**src/rtl/fifo_serial_tx.sv**
```systemverilog
// Serial transmitter that pops bytes from a FIFO read port and sends them as
// 8-N-1 frames (optionally 8-E-1), LSB first, with the line idling high.
module fifo_serial_tx #(
    parameter int unsigned CLKS_PER_BIT = 16,
    parameter bit          PARITY_EN    = 1'b0
) (
    input  logic       clk,
    input  logic       rst_n,
    input  logic       fifo_empty,
    input  logic [7:0] fifo_data,
    input  logic       tx_en,
    output logic       rd,
    output logic       tx_serial,
    output logic       tx_busy,
    output logic       tx_done
);

    localparam int unsigned      CNT_W    = (CLKS_PER_BIT > 1) ? $clog2(CLKS_PER_BIT) : 1;
    localparam logic [CNT_W-1:0] CNT_LAST = CNT_W'(CLKS_PER_BIT - 1);

    typedef enum logic [2:0] {
        S_IDLE,
        S_POP,
        S_START,
        S_DATA,
        S_PARITY,
        S_STOP
    } state_e;

    state_e           state_q,   state_d;
    logic [CNT_W-1:0] cnt_q,     cnt_d;
    logic [2:0]       bit_idx_q, bit_idx_d;
    logic [7:0]       shift_q,   shift_d;
    logic             parity_q,  parity_d;

    logic bit_end;
    logic can_pop;

    assign bit_end = (cnt_q == CNT_LAST);
    assign can_pop = tx_en && !fifo_empty;

    // NOTE: reset clears every register asynchronously, including the shift
    // register, so a byte in flight is dropped and never re-sent.
    always_ff @(posedge clk or negedge rst_n) begin
        if (!rst_n) begin
            state_q   <= S_IDLE;
            cnt_q     <= '0;
            bit_idx_q <= '0;
            shift_q   <= '0;
            parity_q  <= 1'b0;
        end else begin
            // NOTE: non-blocking assignments keep every register sampling the
            // pre-edge values, independent of statement order.
            state_q   <= state_d;
            cnt_q     <= cnt_d;
            bit_idx_q <= bit_idx_d;
            shift_q   <= shift_d;
            parity_q  <= parity_d;
        end
    end

    always_comb begin
        // NOTE: every signal written here gets a default first, so no path
        // can leave one unassigned and infer a latch.
        state_d   = state_q;
        cnt_d     = cnt_q;
        bit_idx_d = bit_idx_q;
        shift_d   = shift_q;
        parity_d  = parity_q;
        rd        = 1'b0;
        tx_serial = 1'b1;
        tx_busy   = 1'b1;
        tx_done   = 1'b0;

        unique case (state_q)
            S_IDLE: begin
                tx_busy = 1'b0;
                cnt_d   = '0;
                if (can_pop) begin
                    state_d = S_POP;
                end
            end

            S_POP: begin
                rd        = 1'b1;
                shift_d   = fifo_data;
                parity_d  = ^fifo_data;
                cnt_d     = '0;
                bit_idx_d = '0;
                state_d   = S_START;
            end

            S_START: begin
                tx_serial = 1'b0;
                if (bit_end) begin
                    cnt_d   = '0;
                    state_d = S_DATA;
                end else begin
                    cnt_d = cnt_q + CNT_W'(1);
                end
            end

            S_DATA: begin
                tx_serial = shift_q[0];
                if (bit_end) begin
                    cnt_d   = '0;
                    shift_d = {1'b0, shift_q[7:1]};
                    if (bit_idx_q == 3'd7) begin
                        bit_idx_d = '0;
                        state_d   = PARITY_EN ? S_PARITY : S_STOP;
                    end else begin
                        bit_idx_d = bit_idx_q + 3'd1;
                    end
                end else begin
                    cnt_d = cnt_q + CNT_W'(1);
                end
            end

            S_PARITY: begin
                tx_serial = parity_q;
                if (bit_end) begin
                    cnt_d   = '0;
                    state_d = S_STOP;
                end else begin
                    cnt_d = cnt_q + CNT_W'(1);
                end
            end

            S_STOP: begin
                tx_done = bit_end;
                if (bit_end) begin
                    cnt_d   = '0;
                    // The next pop decision is taken only here, so a FIFO write
                    // or tx_en change mid-frame never disturbs the current byte.
                    state_d = can_pop ? S_POP : S_IDLE;
                end else begin
                    cnt_d = cnt_q + CNT_W'(1);
                end
            end

            default: begin
                state_d = S_IDLE;
            end
        endcase
    end

endmodule
```
**config.mk**
```make
export PLATFORM = sky130hd
export DESIGN_NAME = fifo_serial_tx
export DESIGN_NICKNAME = d
export VERILOG_FILES = /design/src/rtl/fifo_serial_tx.sv
export SDC_FILE = /design/constraint.sdc
export NUM_CORES = 1
export LEC_CHECK = 0
export CORE_UTILIZATION = 50
export CTS_BUF_LIST = sky130_fd_sc_hd__clkbuf_16
export DETAILED_ROUTE_END_ITERATION = 10
export GPL_ROUTABILITY_DRIVEN = 0
export PLACE_DENSITY = 0.73
export SYNTH_ARGS = -nofsm -noshare
export SYNTH_HDL_FRONTEND = slang
export SYNTH_SLANG_ARGS = --single-unit
export TNS_END_PERCENT = 1
```
**constraint.sdc**
```tcl
create_clock -name clk -period 1.55 [get_ports clk]
set_input_delay 0.2325 -clock clk [delete_from_list [all_inputs] [get_ports clk]]
set_output_delay 0.2325 -clock clk [all_outputs]
set_load 0.05 [all_outputs]
```
==> results by group <==
Routing
  • First-pass iteration count of the detailed router: 4
  • Wirelength, routed: approximately 2400 µm
  • ANT nets after route: 0
  • Drt drc: 0
  • Vias: 945
  • DR iter-0 viols: 31
  • Routed len/inst: 14.26 µm
  • Vias per inst: 5.625

Global route
  • Vias in the first global route: 892
  • Largest net degree at the start of global routing: 20
  • Gr ovfl total: 0
  • First-pass GRT wire length: 4015 µm
  • Initial antenna violation count: 0
  • Global-route total usage across every layer: 0.2209

Flow run
  • Max-Cap Viols: 0

Yosys
  • Synth area leader: dfrtp_1
  • Synth area leaders: dfrtp_1 (43%), mux2i_1 (7.2%), a21oi_1 (5.9%)
  • Synth Area in Compound Gates: 0.1459
  • Post-synthesis cell count: 114
  • Adder-cell share of the synthesized area: 0.03394
  • Post-synth top area share: 0.4299
  • Main combinational cell family by area after synthesis: simple AND/OR/NAND/NOR gates
  • Mean Syn Cell Area: 9.702 µm²
  • Post-synthesis mux area share: 0.08597
  • Synth unique cells: 34
  • Post-synth EDFFs: 0
  • Ys Warns: 0
  • FF+latch count, synth: 19
  • Main synth FF type: dfrtp_1
  • Post-Syn Area: 1106 µm²
  • Ys async rst share: 1.000
  • Post-Syn Nets: roughly 130
  • Sequential fraction of the synthesis area: 0.4299
  • Post-synthesis simple-gate area fraction: 0.1833
  • Post-Synth XOR/XNOR Area: 0.05543

Final layout
  • Area added between synthesis and finish: 37.56%
  • Finished Layout Cells: 168
  • Fin util: 0.7525
  • Ant. Diodes: 0
  • Finished Cell Area: roughly 1500 µm²
  • Nets: 157
  • Share of post-route cells with drive strength above 1: 0.2979
  • Most common cell after layout, fill and taps aside: dfrtp_1
  • Most frequent cells in the layout: dfrtp_1 (16), buf_4 (14), a21oi_1 (13)

CTS
  • H-tree Lvls: 1
  • Worst-skew pair later-pin latency: 250 ps
  • CTS Buf Count: 3
  • Root Driver: clkbuf_16
  • CTS tree: built
  • Clock transition at path regs: 50 ps
  • Post-CTS Hold Buffers: 0
  • Clock sinks: 19
  • Clk buf depth: 2

Setup path
  • Worst Path Arrival: 1300 ps
  • Worst setup SP type: register
  • FF-to-FF End: bit_idx_q[2]
  • Type of the worst setup path: register to primary output
  • Worst Reg-to-Reg Cells: 7
  • Setup slack, reg-to-reg: 60 ps
  • Worst EP required: 1320 ps
  • Max Fanout on Critical Path: 9
  • R2r startpoint: cnt_q[0]
  • Worst setup EP type: primary output

Floorplan
  • I/O pin total: 16
  • Initial Utilization: 0.5470
  • DIE HEIGHT: 49.04 µm
  • Die X: 49.04 µm
  • Die area: 2404 µm²
  • Floorplan Core Area: 2022 µm²
  • Site row count: 16

Power
  • PD cells: 765.5 nW/µm²
  • IR drop worst, VDD: 0.0006587 V
  • Pleak: around 0.65 nW

Placed design
  • Pre-CTS setup slack: 100.3 ps
  • Cell area after placement: 1333 µm²
  • Placed Cells: roughly 160
  • IO Port Bufs: 15
  • HPWL reported at the end of detailed placement: approximately 1600 µm

Timing
  • Minimum clock period: 1533 ps
  • Fin. Hold Viols: 0
  • Tcrit/Tclk final: 0.9890
  • Worst hold margin: 319.7 ps
  • Setup Viol. Count Final: 0
  • Unrepaired setup endpoints after global routing: true
  • Worst clock skew: 3.870 ps
  • Max Fclk: between 600 and 700 MHz
  • Final setup margin: 17.06 ps
  • Slew @ Worst Pin: 407.5 ps
  • Headroom to the max-slew limit: 0.7213
  • Fin. max-slew vios: 0

Outcome
  • Run status: complete, no violations

Worst hold path
  • Worst min path class: primary input to async pin
[flip-flops by register name, indices dropped and copies added, names as in the netlist]
signal	count
bit_idx_q	3
state_q	3
shift_q	8
cnt_q	4
parity_q	1
[through the flow]
| step | TNS, ps | total power, mW |
|---|---|---|
| after floorplan | -77.35 | 0.5882 |
| after detailed placement | 0 | 0.6476 |
| final | 0 | 1.165 |
| after global placement | 0 | 0.6443 |
| after global routing | -119.9 | 1.208 |
| after CTS | -36.53 | 1.179 |
[per-layer routing]
| layer | track usage | part of all wire |
|---|---|---|
| met4 | 0.1029 | 0.024 |
| met1 | 0.2599 | 0.41 |
| met2 | 0.3958 | 0.52 |
| met3 | 0.02804 | 0.045 |
| met5 | 0 | 0 |
[power by group]
part,switching [mW],internal (mW),leakage [nW]
combinational,0.0483,0.0641,0.378
clock,0.178,0.346,0.0409
sequential,0.0131,0.515,0.232
[worst max-delay path by stage]
stage / start / to / slack (ps) / cells past startpoint
6_report: state_q[2] / tx_busy / 20 / 2
5_1_grt: cnt_q[1] / tx_done / -30 / 5
4_1_cts: cnt_q[1] / tx_done / -20 / 5
3_5_place_dp: cnt_q[1] / tx_done / 100 / 5
3_3_place_gp: cnt_q[1] / tx_done / 140 / 5
2_1_floorplan: cnt_q[0] / tx_done / -80 / 5
[cells in the mapped netlist, drive strengths merged (2+ instances only)]
master / n
a21oi: 14
and3: 2
buf: 7
dfrtp: 19
ha: 3
inv: 6
mux2i: 8
nand2: 6
nand2b: 3
nand3: 2
nand4: 2
nor2: 12
nor3: 4
o21ai: 6
xnor2: 7
[timing repair]
action / 4_1_cts / 5_1_grt
setup buffers: 2 / 5
resized for setup: 10 / 7
cloned: 0 / 0
hold endpoints to repair: 0 / 0
pin swaps: 2 / 1
endpoints found under the setup margin: 4 / 5
[logic make-up after synthesis]
| family | Yosys count |
|---|---|
| XOR/XNOR | 7 |
| AO/OA/AOI/OAI | 27 |
| buffers and inverters | 13 |
| flip-flops | 19 |
| AND/OR/NAND/NOR | 36 |
| adder cells (fa/ha/maj) | 3 |
| multiplexers | 9 |
[critical path, cell delays in order, from the launching register on]
cell     delay [ps]
dfrtp_2         480
or3_1           400
buf_6           160
[area by class of cell]
cell class	count	area, µm²
Clock buffer	3	75.07
Timing Repair Buffer	30	297.8
Inverter	6	22.52
Multi-Input combinational cell	82	608.1
Sequential cell	19	479.2
Clock inverter	1	5.005
Fill cell	146	500.5
Tap cell	27	33.78
Power figures use the tool's default switching activity.
